`config.mk`:
```
export PLATFORM = sky130hd
export DESIGN_NAME = seg_scan_ctrl
export DESIGN_NICKNAME = d
export VERILOG_FILES = /design/src/rtl/seg_scan_ctrl.sv
export SDC_FILE = /design/constraint.sdc
export NUM_CORES = 1
export LEC_CHECK = 0
export ABC_CLOCK_PERIOD_IN_PS = 1900
export CORE_ASPECT_RATIO = 1.2
export CORE_UTILIZATION = 50
export DETAILED_ROUTE_END_ITERATION = 8
export PLACE_DENSITY = 0.74
export REMOVE_ABC_BUFFERS = 1
export SETUP_SLACK_MARGIN = 0.3
export SYNTH_ARGS = -nofsm -noshare
export SYNTH_HDL_FRONTEND = slang
export SYNTH_SLANG_ARGS = --single-unit
export TNS_END_PERCENT = 5
```
`constraint.sdc`:
```
create_clock -name clk -period 1.9 [get_ports clk]
set_input_delay 0.38 -clock clk [delete_from_list [all_inputs] [get_ports clk]]
set_output_delay 0.38 -clock clk [all_outputs]
set_load 0.03 [all_outputs]
```
`src/rtl/seg_scan_ctrl.sv`:
```
`timescale 1ns/1ps
// -----------------------------------------------------------------------------
// seg_scan_ctrl
//
// Time-multiplexed scan controller for a 4-digit, 7-segment display.
// Each digit slot is TICKS_PER_DIGIT clocks long. It starts with BLANK_TICKS
// clocks with all anodes off, which suppresses ghosting. ON_TICKS clocks of
// PWM-dimmed on-time follow. The on-time is split into eight equal steps, and
// bright+1 of them are lit.
//
// New display data is loaded into a shadow set. It is copied to the active set
// only on the first cycle of a digit-0 slot, so a frame never mixes old and new
// digits.
//
// Ports
//   clk            system clock, all logic on posedge
//   rst_n          asynchronous active-low reset
//   load           one-cycle strobe capturing value/dp_in/lz_blank into shadow
//   value[15:0]    four hex digits, value[3:0] is digit 0 (rightmost)
//   dp_in[3:0]     decimal point per digit, 1 = lit
//   lz_blank       1 = blank leading zeros
//   bright[2:0]    brightness, 0 = dimmest, 7 = full on-time (sampled live)
//   an[3:0]        anode enables, active-low
//   seg[6:0]       cathodes {g,f,e,d,c,b,a}, active-low
//   dp             decimal-point cathode, active-low
//   digit_sel[1:0] index of the slot the outputs currently belong to
//   update_pending shadow holds data not yet displayed
//   frame_start    one-cycle pulse on the first cycle of each digit-0 slot
// -----------------------------------------------------------------------------
module seg_scan_ctrl #(
    parameter int TICKS_PER_DIGIT = 50000,
    parameter int BLANK_TICKS     = 2000
) (
    input  logic        clk,
    input  logic        rst_n,
    input  logic        load,
    input  logic [15:0] value,
    input  logic [3:0]  dp_in,
    input  logic        lz_blank,
    input  logic [2:0]  bright,
    output logic [3:0]  an,
    output logic [6:0]  seg,
    output logic        dp,
    output logic [1:0]  digit_sel,
    output logic        update_pending,
    output logic        frame_start
);

    localparam int ON_TICKS = TICKS_PER_DIGIT - BLANK_TICKS;
    localparam int ON_STEP  = ON_TICKS / 8;
    localparam int CNT_MAX  = (ON_TICKS > BLANK_TICKS) ? ON_TICKS : BLANK_TICKS;
    localparam int CNT_W    = (CNT_MAX > 2) ? $clog2(CNT_MAX) : 1;
    localparam logic [CNT_W-1:0] BLANK_LAST = CNT_W'(BLANK_TICKS - 1);
    localparam logic [CNT_W-1:0] ON_LAST    = CNT_W'(ON_TICKS - 1);

    generate
        if (ON_TICKS < 8 || (ON_TICKS % 8) != 0 || BLANK_TICKS < 1) begin : g_bad_params
            $error("seg_scan_ctrl: ON_TICKS must be >= 8 and a multiple of 8, BLANK_TICKS >= 1");
        end
    endgenerate

    typedef enum logic {
        ST_BLANK = 1'b0,
        ST_ON    = 1'b1
    } state_t;

    // Scan state
    state_t           state_q, state_d;
    logic [CNT_W-1:0] cnt_q, cnt_d;
    logic [1:0]       dig_q, dig_d;

    // Shadow and active display sets
    logic [15:0] sh_value_q, sh_value_d;
    logic [3:0]  sh_dp_q, sh_dp_d;
    logic        sh_lz_q, sh_lz_d;
    logic [15:0] act_value_q, act_value_d;
    logic [3:0]  act_dp_q, act_dp_d;
    logic        act_lz_q, act_lz_d;
    logic        pending_q, pending_d;

    // Registered outputs
    logic [3:0] an_q, an_d;
    logic [6:0] seg_q, seg_d;
    logic       dp_q, dp_d;
    logic [1:0] digit_sel_q, digit_sel_d;
    logic       frame_start_q, frame_start_d;

    // Helper signals
    logic        frame_edge;
    logic        commit;
    logic [3:0]  digit_blank;
    logic [3:0]  cur_nibble;
    logic [31:0] on_limit;
    logic        on_window;

    function automatic logic [6:0] hex_seg(input logic [3:0] nib);
        logic [6:0] s;
        case (nib)
            4'h0: s = 7'b1000000;
            4'h1: s = 7'b1111001;
            4'h2: s = 7'b0100100;
            4'h3: s = 7'b0110000;
            4'h4: s = 7'b0011001;
            4'h5: s = 7'b0010010;
            4'h6: s = 7'b0000010;
            4'h7: s = 7'b1111000;
            4'h8: s = 7'b0000000;
            4'h9: s = 7'b0010000;
            4'hA: s = 7'b0001000;
            4'hB: s = 7'b0000011;
            4'hC: s = 7'b1000110;
            4'hD: s = 7'b0100001;
            4'hE: s = 7'b0000110;
            default: s = 7'b0001110;
        endcase
        return s;
    endfunction

    // The first cycle of the digit-0 slot marks the frame boundary. That is
    // the only place where the shadow set may be copied to the active set.
    assign frame_edge = (state_q == ST_BLANK) && (cnt_q == '0) && (dig_q == 2'd0);
    assign commit     = frame_edge && pending_q;

    // A digit is a leading zero when it and every higher nibble are zero.
    // Digit 0 always shows, so a value of zero still displays "0".
    genvar gi;
    generate
        for (gi = 0; gi < 4; gi++) begin : g_lz
            if (gi == 0) begin : g_rightmost
                assign digit_blank[gi] = 1'b0;
            end else begin : g_upper
                assign digit_blank[gi] = act_lz_q && (act_value_q[15:4*gi] == '0);
            end
        end
    endgenerate

    assign cur_nibble = act_value_q[{dig_q, 2'b00} +: 4];
    assign on_limit   = (32'(bright) + 32'd1) * 32'(ON_STEP);
    assign on_window  = (state_q == ST_ON) && (32'(cnt_q) < on_limit) && !digit_blank[dig_q];

    always_comb begin
        state_d = state_q;
        cnt_d   = cnt_q + CNT_W'(1);
        dig_d   = dig_q;
        case (state_q)
            ST_BLANK: begin
                if (cnt_q == BLANK_LAST) begin
                    state_d = ST_ON;
                    cnt_d   = '0;
                end
            end
            ST_ON: begin
                if (cnt_q == ON_LAST) begin
                    state_d = ST_BLANK;
                    cnt_d   = '0;
                    dig_d   = dig_q + 2'd1;
                end
            end
            default: begin
                state_d = ST_BLANK;
                cnt_d   = '0;
            end
        endcase

        // A load on the commit cycle still lands in the shadow set. The active
        // set takes the previous shadow contents, so the new data stays pending.
        sh_value_d  = load ? value    : sh_value_q;
        sh_dp_d     = load ? dp_in    : sh_dp_q;
        sh_lz_d     = load ? lz_blank : sh_lz_q;
        act_value_d = commit ? sh_value_q : act_value_q;
        act_dp_d    = commit ? sh_dp_q    : act_dp_q;
        act_lz_d    = commit ? sh_lz_q    : act_lz_q;
        pending_d   = load | (pending_q & ~commit);

        // Output registers lag the scan state by one cycle. Digit changes happen
        // only while the anodes are already off, so digits never overlap.
        an_d = 4'b1111;
        if (on_window) begin
            an_d[dig_q] = 1'b0;
        end
        seg_d         = digit_blank[dig_q] ? 7'b1111111 : hex_seg(cur_nibble);
        dp_d          = on_window ? ~act_dp_q[dig_q] : 1'b1;
        digit_sel_d   = dig_q;
        frame_start_d = frame_edge;
    end

    always_ff @(posedge clk or negedge rst_n) begin
        if (!rst_n) begin
            state_q       <= ST_BLANK;
            cnt_q         <= '0;
            dig_q         <= 2'd0;
            sh_value_q    <= '0;
            sh_dp_q       <= '0;
            sh_lz_q       <= 1'b0;
            act_value_q   <= '0;
            act_dp_q      <= '0;
            act_lz_q      <= 1'b0;
            pending_q     <= 1'b0;
            an_q          <= 4'b1111;
            seg_q         <= 7'b1111111;
            dp_q          <= 1'b1;
            digit_sel_q   <= 2'd0;
            frame_start_q <= 1'b0;
        end else begin
            state_q       <= state_d;
            cnt_q         <= cnt_d;
            dig_q         <= dig_d;
            sh_value_q    <= sh_value_d;
            sh_dp_q       <= sh_dp_d;
            sh_lz_q       <= sh_lz_d;
            act_value_q   <= act_value_d;
            act_dp_q      <= act_dp_d;
            act_lz_q      <= act_lz_d;
            pending_q     <= pending_d;
            an_q          <= an_d;
            seg_q         <= seg_d;
            dp_q          <= dp_d;
            digit_sel_q   <= digit_sel_d;
            frame_start_q <= frame_start_d;
        end
    end

    assign an             = an_q;
    assign seg            = seg_q;
    assign dp             = dp_q;
    assign digit_sel      = digit_sel_q;
    assign update_pending = pending_q;
    assign frame_start    = frame_start_q;

endmodule

```
## Word-level counts from Yosys, hierarchy flattened

Memories as Yosys holds them, arrays and structs flattened.
Index checks and enable logic that the tools add are counted.

| operators by class | value |
|---|---|
| add/sub/neg operators | 3 |
| multipliers | 1 |
| magnitude comparators | 3 |
| equal/unequal tests | 2 |
| shifts and indexed selects | 1 |
| multiplexer cells | 15 |
| bitwise logic cells | 6 |
| reduce and logical (&&, ||, !) cells | 16 |

Operators with widths:

| kind | count |
|---|---|
| $mux 16 | 2 |
| $pmux 16 s2 | 1 |
| $lt 16x17->1 | 1 |
| $add 16x1->16 const B | 1 |
| $eq 16x11->1 const B | 1 |
| $eq 16x16->1 const B | 1 |
| $logic_not 16->1 | 1 |
| $shiftx 16x5->4 | 1 |
| $mul 4x9->13 const B | 1 |
| $logic_not 12->1 | 1 |
| $logic_and 1x1->1 | 9 |
| $logic_not 8->1 | 1 |
| $mux 7 | 1 |
| $mux 1 | 6 |
| $add 3x1->4 const B | 1 |
| $bmux 1 s2 | 2 |
| $logic_not 4->1 | 1 |
| $mux 4 | 1 |
| $not 4->4 | 1 |
| $lt 2x3->1 const B | 1 |
| $not 1->1 | 3 |
| $add 2x1->2 const B | 1 |
| $demux 1 s2 | 1 |
| $ge 2x1->1 const B | 1 |
| 6 further kinds | 6 |

| storage, ports and cells | value |
|---|---|
| register bits after elaboration | 77 |
| ROM bits | 112 |
| input port bits | 27 |
| output and inout port bits | 16 |
| logic and storage cells | 63 |
| memories | 1 |

Memory list:

| memory | depth | width | read ports | clocked after memory_dff | write ports | line | text |
|---|---|---|---|---|---|---|---|
| (name not given) | 16 | 7 | 1 | 0 | 0 | 98 | `case (nib)` |

## Depth between registers and ports, before layout

| depth | value |
|---|---|
| depth in word-level cells | 7 |
| depth in mapped cells | 20 |
| depth with buffers taken out | 20 |

## Worst setup path after synthesis

Ideal clock, no wire load.

| path | value |
|---|---|
| path type | input port to flip-flop |
| from | in bright[0] |
| to | reg an_q[0], in the netlist an[0] |
| setup time | 0.084 ns |
| arrival | 4.095 ns |
| required time | 1.816 ns |
| slack | -2.280 ns |
| stages on the path | 20 |
| path buffers | 0 |
| path through | inv_1 -> ha_1 -> inv_1 -> ha_1 -> or2_2 -> inv_1 -> fa_1 -> inv_1 -> ha_1 -> nor4_1 -> a221oi_1 -> a31oi_1 -> o21bai_1 -> xor2_1 -> ha_1 -> nand3_1 -> a2111oi_0 -> o21ai_0 -> a31o_2 -> o2111ai_1 |

| between the ends | value |
|---|---|
| cells in the longest elaborated chain, start to end | 6 |

RTL lines:

| element | line | text |
|---|---|---|
| start: declaration | 40 | `input logic [2:0] bright,` |
| $add 3x1->4 | 138 | `assign on_limit = (32'(bright) + 32'd1) * 32'(ON_STEP);` |
| $mul 4x9->13 | 138 |  |
| $lt 16x17->1 | 139 | `assign on_window = (state_q == ST_ON) && (32'(cnt_q) < on_limit) && !digit_blank[dig_q];` |
| $logic_and 1x1->1 (2 in a row) | 139 |  |
| $mux 4 | 178 | `if (on_window) begin` |
| net an_d[0] | 82 | `logic [3:0] an_q, an_d;` |
| end signal: assignment | 215 | `an_q <= an_d;` |
| end: declaration | 82 |  |

The timed path passes the listed nets, and every way through them passes these cells.
A chain may end at the register's enable or synchronous reset.

## Worst setup path after layout

| path | value |
|---|---|
| from | in bright[1] |
| to | reg an_q[0], in the netlist an[0] |

Same word-level chain as after synthesis.

==> reports/qor.txt <==
VDD IR max = 0.000531 V
Num CTS Buffers = 9
synthesized instance count = 367
Power per Cell Area = 725 nW/um^2
Final nets = 543
Total GRT Usage = 0.246
max-cap viol count = 0
synth top area cells = dfrtp_1 38%, mux2_2 12%, ha_1 12%, dfstp_2 7.3%, xor2_1 3.4%
Comb power frac = 0.286
Max Fclk = 269 MHz
first-pass GRT wire length = 16.8 mm
CP Launch Type = primary input
total grt overflow = 0
Post-synth ARST share = 1.00
CTS Sinks = 77
DRT antenna net count = 0
class of the most critical setup path = in2reg
share of layout cells above drive strength 1 = 0.495
Crit path max-delay family = adder cells
Row Count = 36
Power Internal = 3.16 mW
gp weighted congestion = 0.873
worst path cell trace = buf_8 > ha_4 > buf_6 > xor2_4 > ha_4 > inv_2 > fa_1 > inv_2 > ha_4 > a21oi_4 > nor2b_2 > a221oi_2 > o31a_1 > xnor2_1 > ha_1 > nand3_2 > a2111oi_4 > o21ai_1 > a31o_2 > o2111ai_2
Fin Setup TNS = -8.99 ns
Final setup viols = 16
TritonCTS clock tree = built
Reg2Reg Setup Slack = -0.06 ns
Clk pwr share = 0.312
clock period minus worst slack = 3.71 ns
sequential share of power = 0.402
pre-CTS WS = -3.09 ns
Initial Util = 0.525
DIE HEIGHT = 104 um
Max Fanout on Critical Path = 5
Fin. Hold Viols = 0
RSZ-0062 raised after global routing = yes
EDFF count, synth = 0
CP max stage delay = 0.51 ns
Worst setup EP type = flip-flop
ANT cells = 0
Synth warnings = 0
leakage power = 2.66 nW
worst r2r src = dig_q[1]
CP Data Required Time = 2.17 ns
routed wire length = 10.1 mm
Clock Skew = 0.0111 ns
CTS Buffer Depth = 2
period utilization = 1.95
synthesized area = 4330 um^2
most common library cell in the layout ignoring fill and taps = dfrtp_1
Pwr Total = 4.41 mW
R2R Path End = seg[0]
slew of the pin with the lowest slew margin = 0.519 ns
HP Class = reg2reg
Sw Pwr = 1.25 mW
routed len/inst = 17.1 um
Sw Ratio = 0.283
Hold Path Stages = 1
via count = 3,253
CP dominant cell by count = ha_4
register area share after synthesis = 0.449
top-area cell type share of the netlist area = 0.376
1st-pass router iterations = 4
worst r2r path cells = 6
largest area contributor in the netlist = dfrtp_1
Avg Cell Area, Syn = 11.8 um^2
commonest cells after routing, fill and taps aside = 61 x dfrtp_1, 52 x buf_4, 40 x mux2_2
detailed placement HPWL = 6.98 mm
hold path endpoint = sh_dp_q[1]
# H-tree levels = 3
Top FF cell, synth = dfrtp_1
die extent in x = 86.9 um
Yosys cell types = 48
DRC = 0
Crit path buffers/inverters = 4
vias in the first global route = 3,533
fin worst setup slack = -1.81 ns
Yosys reg bits = 77
I/O pins = 43
Clock Latency Late Sink = 0.36 ns
worst hold start = sh_dp_q[1]
Max transition margin = 0.654
failing checks = negative setup slack
buffers added on ports = 42
area grow syn2layout = 40.5%
crit path DAT = 3.98 ns
initial DRC count = 142
CTS root buf = clkbuf_8
Slew Limit Fails = 0
clk slew on worst S/H paths = 0.08 ns
outcome = finished, violations left
Core Box Area = 8240 um^2
DIE AREA = 9040 um^2
largest net degree at the start of global routing = 41
Via density = 5.50
CP max stage cell = fa_1
final hold slack = 0.503 ns
initial antenna violation count = 0
-- area by class of cell --
type | count | area (um^2)
clock buffer | 10 | 138
sequential | 77 | 1950
fill | 523 | 2160
timing repair buffer | 105 | 988
clock inverter | 6 | 86.3
multi-input combinational | 258 | 2700
inverter | 21 | 81.3
tap | 114 | 143
-- synth_stat cells (2+ instances only) --
library cell	number
dfrtp_1	65
mux2_2	46
ha_1	40
inv_1	21
nand2_1	21
nor2_1	21
xor2_1	17
a21oi_1	12
dfstp_2	12
nand3_1	11
o21ai_0	11
xnor2_1	11
nor4_1	7
buf_2	5
mux4_2	5
fa_1	4
nand4_1	4
o2111ai_1	4
and3_1	3
buf_6	3
o211ai_1	3
o21bai_1	3
or2_2	3
a21o_1	2
a221oi_1	2
and2_1	2
and4b_1	2
buf_1	2
nand2b_1	2
nor3_1	2
nor3b_1	2
o21a_1	2
o221ai_1	2
-- state kept, by name (all words and copies together) (netlist names), 2 cells and up --
register,cells
act_dp_q,4
seg,7
an,4
cnt_q,16
digit_sel,2
act_value_q,16
dig_q,2
sh_dp_q,4
sh_value_q,16
-- metrics by stage --
stage          cell area, um^2  cells  utilization
4_1_cts                   5910    589        0.717
6_report                  6080    591        0.738
5_1_grt                   6080    591        0.738
3_3_place_gp              5290    568        0.641
2_1_floorplan             4260    356            -
3_5_place_dp              5290    568        0.641
-- worst register-to-register path, stage by stage, from the launching register on --
cell and delay [ns]:
dfrtp_2 0.53, buf_4 0.17, mux4_2 0.59, buf_4 0.20, nand2_1 0.10, a21oi_1 0.08
o31ai_2 0.21
-- worst max-delay path by stage --
stage,start,end,depth (start not counted),slack (ns)
after global placement,bright[0],an[3],21,-2.95
after floorplan,bright[0],an[0],20,-2.28
after CTS,bright[1],an[0],20,-1.79
after detailed placement,bright[0],an[0],21,-3.09
after global routing,bright[0],an[0],20,-1.96
final,bright[1],an[0],20,-1.81
-- timing repair --
action	CTS	global route
hold buffers	1	0
buffers inserted	4	2
pin swaps	43	28
gates resized for setup	144	32
hold endpoints to repair	16	0
setup endpoints to repair	67	52
-- per-layer routing --
layer  global-route usage  share of wire  vias up
li1                     -              -     1516
met1                0.292           0.40     1627
met2                0.409           0.53       75
met3               0.0548          0.031       35
met4                0.129          0.044        0
met5                    0              0        -
-- power groups by stage --
stage | Combinational, mW | Sequential, mW | Clock [mW]
detailed placement | 0.993 | 1.80 | 0
floorplan | 0.548 | 1.82 | 0
global placement | 0.975 | 1.80 | 0
global route | 1.39 | 1.78 | 1.47
CTS | 1.15 | 1.77 | 1.40
finish | 1.26 | 1.77 | 1.38
-- cell families (layout without fill, tap and decap cells) --
family / count (synthesis) / after routing / share of synthesized area
simple gates: 88 / 88 / 0.108
compound gates: 47 / 47 / 0.0717
mux: 51 / 51 / 0.146
flops: 77 / 77 / 0.449
buf+inv: 32 / 142 / 0.0353
fa+ha+maj: 44 / 44 / 0.134
xor+xnor: 28 / 28 / 0.0566
Power figures use the tool's default switching activity.
==> edit 1: new RTL, same flow settings <==
Change the parameter `BLANK_TICKS` from 2000 to 1000.
--- a/src/rtl/seg_scan_ctrl.sv
+++ b/src/rtl/seg_scan_ctrl.sv
@@ -29,7 +29,7 @@
 // -----------------------------------------------------------------------------
 module seg_scan_ctrl #(
     parameter int TICKS_PER_DIGIT = 50000,
-    parameter int BLANK_TICKS     = 2000
+    parameter int BLANK_TICKS     = 1000
 ) (
     input  logic        clk,
     input  logic        rst_n,
Check against the original RTL: no difference found for any inputs over 10 cycles, from zero or initial values and one cycle with rst_n low; that may be too few to reach the edited logic, so the function may still have changed.
==> edit 1 against the original RTL <==
  * The run still ends with setup timing left
  * Synthesized area grew 10%
  * Worst setup slack worse by 570 ps
  * Sequential cell count unchanged
  * Total power up 9.2%
  * First-iteration DRC count is 23% lower
  * Core utilization fell by 2.1 points
  * Wire length increased by 14%
  * Via count increased by 14%
  * Final area rose by 8.2%
==> edit 1: results (changes against the original RTL) <==
post-synthesis sequential area ratio 0.407 (-0.0415); setup ws final -2380 ps (-567 ps); worst endpoint data arrival time 4560 ps (+580 ps); global-route wire length before repair 19000 um (+13%); Top delay family on crit path adder cells; Final Power 4.82 mW (+9.2%); vias post-DR 3693 (+14%); routability cong. 0.891 (+2.1%); Min-Delay Path Class input port to async pin; Post-Syn Instances 423 (+15%); Total Routing Usage GR 0.248 (+0.00240); Ys Warns 0 (unchanged); seq pwr between 1.5 and 2 mW; synth top area cells dfrtp_1 34%, ha_1 13%, dfstp_2 6.6%; Crit path largest cell delay 580 ps (+70 ps); final clock skew 10.1 ps (-0.962 ps); largest net degree at the start of global routing 32 (-22%); DRT iter0 DRCs 109 (-23%); H-tree levels 3 (unchanged); # setup viols final 26 (+10); Slowest cell on crit path fa_2; Resize count post-CTS 108 (-25%); total die area 9940 sq um (+10%); DP Wirelength 8080 um (+16%); Post-CTS Setup Bufs 4 (unchanged); area post-placement 5930 sq um (+12%); Nets 639 (+18%); total negative slack -15350 ps (-6370 ps); Comb power frac 0.381 (+0.095); port buffer count 42 (unchanged); failing checks setup timing; pre-CTS setup slack -3390 ps (-296 ps); Clock transition at path regs 80 ps (about the same); Lkg Pwr 3.10 nW (+17%); synth unique cells 47 (-2.1%); placed cell count 656 (+15%); most frequent cells after synthesis 65 x dfrtp_1, 48 x ha_1, 38 x inv_1; status finished with violations; Post-synth EDFFs 0 (unchanged); share of cells above drive strength 1 0.433 (-0.0616); WL final 11500 um (+14%); Max-Slew Margin vs Limit 0.682 (+0.0284); Max VDD drop 697 uV (+31%); number of global-route vias before repair 4008 (+13%); Post-Layout Cell Count 681 (+15%); Net Sw Frac 0.309 (+0.0257)
==> edit 1: changes by cell type in the layout (fill, tap and decap cells not counted), moves of 7 or more <==
| cell | delta |
|---|---|
| ha_1 | +10 |
| inv_1 | +19 |
| mux2_2 | -18 |
| nor2_1 | +13 |
| nand4_1 | +7 |
| nand3_1 | +9 |
| nor2_4 | -11 |
| mux2_4 | +15 |
| buf_4 | +31 |
==> edit 1: worst paths after layout <==
path	startpoint	endpoint	slack, ps	cells past startpoint
min reg2reg	sh_value_q[6]	act_value_q[6]	500	1
max reg2reg	cnt_q[2]	an[2]	-240	9
min in group clk	sh_value_q[6]	act_value_q[6]	500	1
min	rst_n	act_value_q[8]	490	2
max in group asynchronous	rst_n	act_dp_q[0]	810	3
max	bright[0]	an[2]	-2380	21
==> edit 1: cell type report <==
type	instances	area, sq um
sequential	77	1940
inverter	38	155
multi-input combinational	296	2960
clock buffer	12	145
timing repair buffer	134	1180
fill	621	2590
tap	120	150
clock inverter	4	47.5
==> edit 1: worst reg2reg max path, stage by stage (launching register included) <==
cell and delay (ps):
dfrtp_1 400, buf_4 170, ha_1 300, a21oi_1 120, a21oi_1 80, a211oi_1 440
o41ai_4 110, o221ai_2 180, buf_4 170, nand4_1 90
==> edit 1: layer usage <==
layer,share of wire,vias up,track usage
met5,0,-,0
met4,0.041,0,0.129
met3,0.024,33,0.0377
met2,0.54,79,0.465
met1,0.40,1829,0.272
li1,-,1752,-
==> edit 1: kinds of logic after synthesis <==
| family | share of synthesized area |
|---|---|
| buffers and inverters | 0.0451 |
| AND/OR/NAND/NOR | 0.120 |
| XOR/XNOR | 0.0532 |
| adder cells (fa/ha/maj) | 0.159 |
| flip-flops | 0.407 |
| AO/OA/AOI/OAI | 0.0705 |
| multiplexers | 0.145 |
==> edit 2: new RTL, same settings <==
Without the edit above. Register the output `digit_sel` once more, without a reset; this adds one clock of latency there. The other outputs are not delayed to match.
--- a/src/rtl/seg_scan_ctrl.sv
+++ b/src/rtl/seg_scan_ctrl.sv
@@ -223,7 +223,9 @@
     assign an             = an_q;
     assign seg            = seg_q;
     assign dp             = dp_q;
-    assign digit_sel      = digit_sel_q;
+    always_ff @(posedge clk) begin
+        digit_sel <= digit_sel_q;
+    end
     assign update_pending = pending_q;
     assign frame_start    = frame_start_q;
 
Function: no difference found for any inputs over 10 cycles, from zero or initial values and one cycle with rst_n low; that may be too few to reach the edited logic, so the function may still have changed.
==> edit 2 against the original RTL <==
  * Hold slack lost 150 ps
  * Sequential cell count grew 2
  * Critical endpoint is now an[3]
  * The flow still finishes with violations (setup timing)
  * Combinational power decreased by 4%
  * Largest power group unchanged
  * Highest routed layer unchanged
  * Synthesized area grew 2.0%
  * Largest cell class unchanged
  * Wire length fell by 5.6%
  * Worst setup slack worse by 130 ps
  * Final area barely moved
  * Total power down 2.9%
  * Critical path type unchanged
==> edit 2: results (changes against the original RTL) <==
# setup viols final 27 (+11); Nets 550 (+1.3%); synth top area cells dfrtp_1 37%, ha_1 11%, dfstp_2 7.1%; synth unique cells 49 (+2.1%); routability cong. 0.813 (-6.9%); WL final 9530 um (-5.6%); failing checks setup timing; global-route wire length before repair 16100 um (-4.5%); fillcell total 600 (+15%); Met1 Wirelength 3960 um (-0.85%); Min-Delay Path Class flip-flop to flip-flop; met2 GRT Util 0.395 (-0.0141); Total Routing Usage GR 0.232 (-0.0140); Max-Slew Margin vs Limit 0.677 (+0.0229); Crit path largest cell delay 490 ps (-20 ps); post-synthesis sequential area ratio 0.449 (about the same); share of cells above drive strength 1 0.461 (-0.0340); DRT iter0 DRCs 82 (-42%); area post-placement 5450 sq um (+3.1%); setup ws final -1940 ps (-126 ps); total negative slack -9880 ps (-894 ps); met1 Track Usage GR 0.277 (-0.0157); Max VDD drop 545 uV (+2.5%); pre-CTS setup slack -3040 ps (+53.6 ps); DR WL met3 292 um (-6.7%); Lkg Pwr 2.79 nW (+4.7%); grt met3 use 0.0498 (-0.00500); vias per cell 5.35 (-2.8%); most frequent cells after synthesis 65 x dfrtp_1, 40 x ha_1, 26 x mux2_2; DP Wirelength 6850 um (-1.8%); status finished with violations; number of global-route vias before repair 3425 (-3.1%); Async S/R FF share, synth 0.975 (-0.0253); Slowest cell on crit path fa_1; worst endpoint data arrival time 4110 ps (+130 ps); routed wl met2 5010 um (-6.1%); post-synth top area share 0.368 (-0.00745); FF-to-FF setup slack -110 ps (-50 ps); final clock skew 10.2 ps (-0.832 ps); latest clock arrival within the worst-skew pair around 350 ps
[edit 2: worst max-delay path: cells and delay by family]
kind / cells / cell delay [ps]
AOI/OAI and AO/OA: 7 / 1420
xor gates and xnor gates: 2 / 280
adders and majority gates: 5 / 1410
buffers and inverters: 4 / 320
and+or+nand+nor: 2 / 300
[edit 2: worst paths after layout]
path,to,startpoint,cells after the start
worst max-delay path,an[3],bright[1],20
min in group asynchronous,sh_value_q[6],rst_n,2
worst max register to register,an[3],cnt_q[5],7
max in group asynchronous,frame_start,rst_n,3
worst min-delay path,digit_sel[0],digit_sel_q[0],0
worst min register to register,digit_sel[0],digit_sel_q[0],0
[edit 2: logic make-up after synthesis]
family / count (synthesis) / share of synthesized area
flops: 79 / 0.449
xor+xnor: 28 / 0.0555
fa+ha+maj: 44 / 0.131
simple gates: 88 / 0.103
buf+inv: 32 / 0.0314
compound gates: 47 / 0.0703
mux: 51 / 0.160
[edit 2: power by group]
part	leakage [nW]	switching [mW]	internal, mW
clock	0.108	0.602	0.651
combinational	1.72	0.579	0.632
sequential	0.960	0.0477	1.77
total	2.79	1.23	3.05
[edit 2: layout make-up]
type                            instances  area [sq um]  area share
Multi-Input combinational cell        258          2630       0.432
Sequential cell                        79          1980       0.326
Tap cell                              117           146      0.0241
Clock buffer                           10           138      0.0226
Clock inverter                          6          68.8      0.0113
Timing Repair Buffer                  110          1030       0.170
Inverter                               21          83.8      0.0138
[edit 2: repair_timing]
item	CTS	global route
pin swaps	31	23
hold endpoints to repair	21	0
endpoints found under the setup margin	65	52
hold buffers	1	0
setup buffers	2	1
resized for setup	122	25
[edit 2: per-stage QoR]
stage                     cells  hold slack (ps)
after floorplan             358             84.4
after global placement      581              329
after detailed placement    581              329
after CTS                   600              348
after global routing        601              359
final                       601              348
